`config.mk`:
```
export PLATFORM = sky130hd
export DESIGN_NAME = vga_line_drawer
export DESIGN_NICKNAME = d
export VERILOG_FILES = /design/src/rtl/vga_pkg.sv /design/src/rtl/line_bresenham_step.sv /design/src/rtl/vga_line_drawer.sv
export SDC_FILE = /design/constraint.sdc
export NUM_CORES = 1
export LEC_CHECK = 0
export CORE_MARGIN = 4
export CORE_UTILIZATION = 35
export CTS_BUF_LIST = sky130_fd_sc_hd__clkbuf_4
export DETAILED_ROUTE_END_ITERATION = 10
export HOLD_SLACK_MARGIN = 0.06
export PLACE_DENSITY = 0.53
export SKIP_LAST_GASP = 1
export SYNTH_ARGS = -nofsm -noshare
export SYNTH_HDL_FRONTEND = slang
export SYNTH_SLANG_ARGS = --single-unit
```
`constraint.sdc`:
```
create_clock -name clock -period 5.75 [get_ports clock]
set_input_delay 1.15 -clock clock [delete_from_list [all_inputs] [get_ports clock]]
set_output_delay 1.15 -clock clock [all_outputs]
set_load 0.1 [all_outputs]
```
`src/rtl/vga_pkg.sv`:
```
// Shared types and default geometry for the VGA line drawing engine.
package vga_pkg;

  localparam int X_W_DEF   = 9;
  localparam int Y_W_DEF   = 8;
  localparam int COL_W_DEF = 6;
  localparam int H_RES_DEF = 320;
  localparam int V_RES_DEF = 240;

  function automatic int max_w(input int a, input int b);
    return (a > b) ? a : b;
  endfunction

  localparam int ERR_W = max_w(X_W_DEF, Y_W_DEF) + 2;

  typedef enum logic [1:0] {
    IDLE,
    INIT,
    DRAW,
    DONE
  } line_state_t;

  typedef logic signed [ERR_W-1:0] err_t;

endpackage

```
`src/rtl/line_bresenham_step.sv`:
```
// One combinational Bresenham iteration: next err, cx and cy.
// sx_i/sy_i select +1 when high, -1 when low.
module line_bresenham_step
  import vga_pkg::*;
#(
  parameter int X_W = X_W_DEF,
  parameter int Y_W = Y_W_DEF,
  parameter int EW  = max_w(X_W, Y_W) + 2
) (
  input  logic signed [EW-1:0] err_i,
  input  logic signed [EW-1:0] dx_i,
  input  logic signed [EW-1:0] dy_i,
  input  logic                 sx_i,
  input  logic                 sy_i,
  input  logic [X_W-1:0]       cx_i,
  input  logic [Y_W-1:0]       cy_i,
  output logic signed [EW-1:0] err_o,
  output logic [X_W-1:0]       cx_o,
  output logic [Y_W-1:0]       cy_o
);

  logic signed [EW:0]   e2;
  logic signed [EW:0]   dx_w;
  logic signed [EW:0]   dy_w;
  logic                 step_x;
  logic                 step_y;
  logic signed [EW-1:0] add_x;
  logic signed [EW-1:0] add_y;

  assign e2   = {err_i, 1'b0};
  assign dx_w = {dx_i[EW-1], dx_i};
  assign dy_w = {dy_i[EW-1], dy_i};

  assign step_x = (e2 >= dy_w);
  assign step_y = (e2 <= dx_w);

  // Both corrections are taken from the same pre-update err.
  assign add_x = step_x ? dy_i : '0;
  assign add_y = step_y ? dx_i : '0;
  assign err_o = err_i + add_x + add_y;

  assign cx_o = !step_x ? cx_i
              : (sx_i ? cx_i + X_W'(1) : cx_i - X_W'(1));
  assign cy_o = !step_y ? cy_i
              : (sy_i ? cy_i + Y_W'(1) : cy_i - Y_W'(1));

endmodule

```
`src/rtl/vga_line_drawer.sv`:
```
// Bresenham line engine feeding the VGA adapter write port, one pixel/clock.
// Define LINE_CLIP_EN to suppress plot for pixels outside H_RES x V_RES.
module vga_line_drawer
  import vga_pkg::*;
#(
  parameter int X_W   = X_W_DEF,
  parameter int Y_W   = Y_W_DEF,
  parameter int COL_W = COL_W_DEF,
  parameter int H_RES = H_RES_DEF,
  parameter int V_RES = V_RES_DEF
) (
  input  logic             clock,
  input  logic             reset,
  input  logic             start,
  input  logic [X_W-1:0]   x0,
  input  logic [X_W-1:0]   x1,
  input  logic [Y_W-1:0]   y0,
  input  logic [Y_W-1:0]   y1,
  input  logic [COL_W-1:0] colour_in,
  output logic             busy,
  output logic             done,
  output logic [X_W-1:0]   x,
  output logic [Y_W-1:0]   y,
  output logic [COL_W-1:0] colour,
  output logic             plot
);

  localparam int EW = max_w(X_W, Y_W) + 2;

  typedef logic signed [EW-1:0] serr_t;

  line_state_t      state_q;
  logic [X_W-1:0]   x0_q;
  logic [X_W-1:0]   x1_q;
  logic [Y_W-1:0]   y0_q;
  logic [Y_W-1:0]   y1_q;
  logic [COL_W-1:0] col_q;
  serr_t            dx_q;
  serr_t            dy_q;
  serr_t            err_q;
  logic             sx_q;
  logic             sy_q;
  logic [X_W-1:0]   cx_q;
  logic [Y_W-1:0]   cy_q;
  logic             busy_q;
  logic             done_q;
  logic             plot_q;
  logic [X_W-1:0]   x_q;
  logic [Y_W-1:0]   y_q;
  logic [COL_W-1:0] colour_q;

  logic [X_W-1:0]   adx;
  logic [Y_W-1:0]   ady;
  serr_t            dx_d;
  serr_t            dy_d;
  serr_t            err_d;
  serr_t            err_step;
  logic [X_W-1:0]   cx_step;
  logic [Y_W-1:0]   cy_step;
  logic             last_px;
  logic             in_view;

  assign adx   = (x1_q >= x0_q) ? x1_q - x0_q : x0_q - x1_q;
  assign ady   = (y1_q >= y0_q) ? y1_q - y0_q : y0_q - y1_q;
  assign dx_d  = serr_t'(adx);
  assign dy_d  = -serr_t'(ady);
  assign err_d = dx_d + dy_d;

  line_bresenham_step #(
    .X_W (X_W),
    .Y_W (Y_W),
    .EW  (EW)
  ) u_step (
    .err_i (err_q),
    .dx_i  (dx_q),
    .dy_i  (dy_q),
    .sx_i  (sx_q),
    .sy_i  (sy_q),
    .cx_i  (cx_q),
    .cy_i  (cy_q),
    .err_o (err_step),
    .cx_o  (cx_step),
    .cy_o  (cy_step)
  );

  assign last_px = (cx_q == x1_q) && (cy_q == y1_q);

`ifdef LINE_CLIP_EN
  assign in_view = (32'(cx_q) < H_RES) && (32'(cy_q) < V_RES);
`else
  assign in_view = 1'b1;
`endif

  always_ff @(posedge clock or posedge reset) begin
    if (reset) begin
      state_q  <= IDLE;
      x0_q     <= '0;
      x1_q     <= '0;
      y0_q     <= '0;
      y1_q     <= '0;
      col_q    <= '0;
      dx_q     <= '0;
      dy_q     <= '0;
      err_q    <= '0;
      sx_q     <= 1'b0;
      sy_q     <= 1'b0;
      cx_q     <= '0;
      cy_q     <= '0;
      busy_q   <= 1'b0;
      done_q   <= 1'b0;
      plot_q   <= 1'b0;
      x_q      <= '0;
      y_q      <= '0;
      colour_q <= '0;
    end else begin
      done_q <= 1'b0;
      plot_q <= 1'b0;
      unique case (state_q)
        IDLE: begin
          if (start) begin
            x0_q    <= x0;
            x1_q    <= x1;
            y0_q    <= y0;
            y1_q    <= y1;
            col_q   <= colour_in;
            busy_q  <= 1'b1;
            state_q <= INIT;
          end
        end
        INIT: begin
          dx_q    <= dx_d;
          dy_q    <= dy_d;
          err_q   <= err_d;
          sx_q    <= (x0_q < x1_q);
          sy_q    <= (y0_q < y1_q);
          cx_q    <= x0_q;
          cy_q    <= y0_q;
          state_q <= DRAW;
        end
        DRAW: begin
          x_q      <= cx_q;
          y_q      <= cy_q;
          colour_q <= col_q;
          plot_q   <= in_view;
          if (last_px) begin
            state_q <= DONE;
          end else begin
            err_q <= err_step;
            cx_q  <= cx_step;
            cy_q  <= cy_step;
          end
        end
        DONE: begin
          done_q  <= 1'b1;
          busy_q  <= 1'b0;
          state_q <= IDLE;
        end
      endcase
    end
  end

  assign busy   = busy_q;
  assign done   = done_q;
  assign plot   = plot_q;
  assign x      = x_q;
  assign y      = y_q;
  assign colour = colour_q;

endmodule

```
Yosys cells after proc, flatten, opt, wreduce, memory -nomap -nowiden
Index checks and enable logic that the tools add are counted.
Word-level totals
  word-level logic and storage cells: 78
  input port bits: 43
  register bits after elaboration: 118
Cells by class
  $lt $le $gt $ge: 6
  add/sub/neg operators: 12
  reduce and logical (&&, ||, !) cells: 10
  equality and inequality tests: 10
  mux-type cells: 21
Operators with widths (number)
  $mux W9: 5
  $mux W8: 4
  $add A11 B11 Y11: 2
  $mux W11: 2
  $pmux W11 S2: 1
  $pmux W9 S2: 1
  $sub A9 B9 Y9: 2
  $pmux W8 S2: 1
  $sub A8 B8 Y8: 2
  $ge A12 B11 Y1: 1
  $le A12 B10 Y1: 1
  $add A10 B11 Y11: 1
  $neg A8 Y11: 1
  $add A9 B1 Y9 const B: 1
  $eq A9 B9 Y1: 1
  $ge A9 B9 Y1: 1
  $lt A9 B9 Y1: 1
  $sub A9 B1 Y9 const B: 1
  $add A8 B1 Y8 const B: 1
  $eq A8 B8 Y1: 1
  $ge A8 B8 Y1: 1
  $lt A8 B8 Y1: 1
  $pmux W2 S4: 1
  $reduce_and A2 Y1: 4
  other kinds (12): 21

Longest topological paths before layout
  depth after elaboration: 6
  gate-level depth with buffers: 22
  depth with buffers taken out: 21

Modules after synthesis
From an unflattened synthesis, not the netlist that was laid out.
Unflattened totals
  cell total of the unflattened synthesis: 890
  area total of the unflattened synthesis: 8973.6 µm²
By module, submodules not included
  vga_line_drawer: cells each 635, area an instance 6964.2 µm², instances 1
  line_bresenham_step: cells each 255, area an instance 2009.4 µm², instances 1

Worst setup path after synthesis
Ideal clock, no wire load.
  path type: reg-to-reg
  from: reg err_q[0]
  to: reg err_q[10]
  setup slack: 1.352 ns
  data arrival time: 4.271 ns
  path buffers: 1
  cell stages (with the launch flop): 21
  cells stage by stage: dfrtp_1 -> ha_1 -> nor2b_1 -> o211ai_1 -> a21oi_1 -> o211a_1 -> o21ai_0 -> a21boi_0 -> clkbuf_1 -> and2_1 -> fa_1 -> ha_1 -> a21oi_1 -> o21ai_0 -> a2111oi_0 -> nor3b_1 -> o21a_1 -> nor2_1 -> xnor3_1 -> mux2i_1 -> a211oi_2
On the way
  longest elaborated chain between the ends: 6
RTL lines
  start, declared: line vga_line_drawer.sv:40  | serr_t err_q;
  start signal, assigned: line vga_line_drawer.sv:133  | err_q <= err_d;
  start signal, assigned: line vga_line_drawer.sv:148  | err_q <= err_step;
  $ge A12 B11 Y1: line line_bresenham_step.sv:34  | assign step_x = (e2 >= dy_w);
  $mux W11: line line_bresenham_step.sv:38  | assign add_x = step_x ? dy_i : '0;
  $add A11 B11 Y11: line line_bresenham_step.sv:40  | assign err_o = err_i + add_x + add_y;
  $add A11 B11 Y11 (*): line line_bresenham_step.sv:40
  $mux W11 (*): line vga_line_drawer.sv:145  | if (last_px) begin
  $pmux W11 S2 (*): line vga_line_drawer.sv:118  | unique case (state_q)
Mark *: on every way between the ends. The rest lies on a longest branch, timed or not. The select of a mux whose other input is x is not followed.
A chain may end at the register's enable or synchronous reset.

Worst setup path after layout
Same ends and word-level chain as after synthesis.

==> results.toml <==
[worst_hold_path]
hold_path_class = "flip-flop to flip-flop"

[run]
cap_violations = 0

[yosys]
syn-instance-count = 871
avgSynthCellArea_um2 = 9.85
synth.distinct_cells = 65
synth_flop_cell = "dfrtp_1"
syn-cell-area_um2 = 8580
synth_nets = 1021
ys_seq_elements = 118
synth-edff-count = 0
async_flop_share_pct = 100
yosysWarnings = 0
ys_seq_area_share_pct = 34.4

[drt]
drt-vias-per-instance = 4.89
drc = 0
drt-wirelength-per-cell_um = 15.9
dr.pass1.iters = 5
drtAntennaViolNets = 0
vias = 6230
drtIter0Drc = 263
wl_um = 20300

[setup_path]
end_kind = "flip-flop"
crit_type = "flip-flop to flip-flop"
worstPathRequired_ns = 6.19
crit_fanout = 11
reg2reg_slack_ns = 0.86
startpoint_type = "flip-flop"
crit_arrival_ns = 5.33

[floorplan]
core-area_um2 = 24200
rows = 57
fp.dieW_um = 165
die_area_um2 = 27100
io_pins = 69
fp.dieH_um = 165
initial_core_util_pct = 35.4

[grt]
grt-ovfl-total = 0
antenna_found_initial = 1
grt_use_total_pct = 15.7
grt_pass1_vias = 6386
grt_pass1_wl_um = 33400
grt_start_max_net_pins = 53

[placed_design]
portBuffers = 68
place_congestion = 0.844
dp_hpwl_um = 15500

[timing]
max_freq_mhz = 204
drv_slew = 0
skew_ns = 0.0270
tns_ns = 0
timing.final.crit_share_pct = 85.1
finalCriticalPeriod_ns = 4.89
setup_viol = 0
slew_headroom_pct = 30.6
rsz0062_at_grt = "false"
final-hold-violation-count = 0
worst_pin_slew_ns = 1.04

[cts]
cts_tree = "yes"
cts-resized-gates = 0
cts-root-buf = "clkbuf_4"
clk_pin_slew_ns = 0.14
clk_path_buf_depth = 2
post_cts_buffers = 0
htreeDepth = 4
insertion_delay_ns = 0.54
clock-sinks = 118
cts_hold_buf = 0
cts_buffers = 17

[cells_and_area]
nets = 1086
areaGrowthSynthToFinish_pct = 15.3
final_cell_mix = "118 x dfrtp_1, 89 x ha_1, 83 x inv_1"
final_common_cell = "dfrtp_1"
drive_above_1_share_pct = 14.6

[status]
status = "completed"
cell families after synthesis:
group	Yosys count	share of synthesized area, %
multiplexers	93	12.0
AND/OR/NAND/NOR	185	10.9
AO/OA/AOI/OAI	193	14.0
XOR/XNOR	61	6.48
flip-flops	118	34.4
buffers and inverters	114	5.12
adder cells (fa/ha/maj)	107	17.1
cell usage after synthesis (3+ instances only):
cell type	instances	area [µm²]
o21ai_0	53	265
nor4_1	3	18.8
a21oi_1	65	325
and3_1	3	18.8
nand3_1	12	60.1
o211ai_1	5	37.5
ha_1	90	1130
a21boi_0	5	37.5
nand4_1	10	62.6
a211oi_1	3	22.5
a31oi_1	6	37.5
o21bai_1	9	67.6
buf_2	3	15.0
nand2b_1	7	43.8
and2_1	9	56.3
nand3b_1	4	30.0
fa_1	17	340
nor3_1	4	20.0
mux2i_1	15	150
nand2_1	60	225
nor2b_1	11	68.8
xor2_1	12	105
nor2_1	46	173
xnor2_1	47	412
a31o_2	3	26.3
mux2_2	78	878
o21a_1	7	52.6
inv_1	84	315
dfrtp_1	118	2950
a21o_1	18	135
clkbuf_1	24	90.1
per-stage QoR:
stage	area [µm²]	instances	hold slack, ns	utilization, %	setup WS (ns)
after floorplan	8580	871	0.464	-	1.35
after global placement	9610	1241	0.482	39.6	0.988
after detailed placement	9610	1241	0.494	39.6	0.865
after CTS	9890	1272	0.502	40.8	0.824
after global routing	9890	1274	0.539	40.8	0.536
final	9890	1274	0.506	40.8	0.860
worst paths after layout:
| check | startpoint | to | cells past startpoint |
|---|---|---|---|
| worst max-delay path | err_q[0]$_DFFE_PP0P_ | err_q[10]$_DFFE_PP0P_ | 20 |
| worst min-delay path | col_q[5]$_DFFE_PP0P_ | colour[5]$_DFFE_PP0P_ | 1 |
| worst max register to register | err_q[0]$_DFFE_PP0P_ | err_q[10]$_DFFE_PP0P_ | 20 |
| worst min register to register | col_q[5]$_DFFE_PP0P_ | colour[5]$_DFFE_PP0P_ | 1 |
| max in group asynchronous | reset | err_q[3]$_DFFE_PP0P_ | 3 |
| min in group asynchronous | reset | y[0]$_DFFE_PP0P_ | 2 |
registers in the layout, indices dropped and copies added (netlist names), 2 cells and up:
register / flops
x: 9
y1_q: 8
cx_q: 9
y0_q: 8
dy_q: 11
x1_q: 9
y: 8
col_q: 6
state_q: 2
colour: 6
x0_q: 9
err_q: 11
cy_q: 8
dx_q: 9
area by class of cell:
class	count	area, µm²
clock buffer	17	128
multi-input combinational	639	5190
fill	2457	14400
antenna	2	5.00
clock inverter	14	151
tap	324	405
timing repair buffer	76	741
sequential	118	2950
inverter	84	318
worst max-delay path, cell delays in order (launching register included):
cell,delay [ns]
dfrtp_1,0.44
ha_1,0.27
nor2b_1,0.13
o211ai_1,0.16
a21oi_1,0.10
o211a_1,0.22
o21ai_0,0.22
a21boi_0,0.12
buf_4,0.19
and2_1,0.17
fa_1,0.49
ha_1,0.31
a21oi_1,0.17
o21ai_0,0.14
a2111oi_0,0.58
nor3b_1,0.14
o21a_1,0.19
nor2_1,0.12
xnor3_1,0.33
mux2i_1,0.14
a211oi_2,0.14
metal layers:
metal | vias up | part of all wire, % | wire, µm | GRT usage (%)
met2 | 102 | 45 | 9090 | 24.5
met5 | - | 0 | 0 | 0
li1 | 3145 | - | - | -
met1 | 2966 | 50 | 10100 | 22.4
met3 | 17 | 3.7 | 741 | 2.94
met4 | 0 | 1.4 | 287 | 4.20
Power is left out: the tool's default activity adds up to more than one toggle a clock period on the data nets, which glitch-free logic cannot reach.
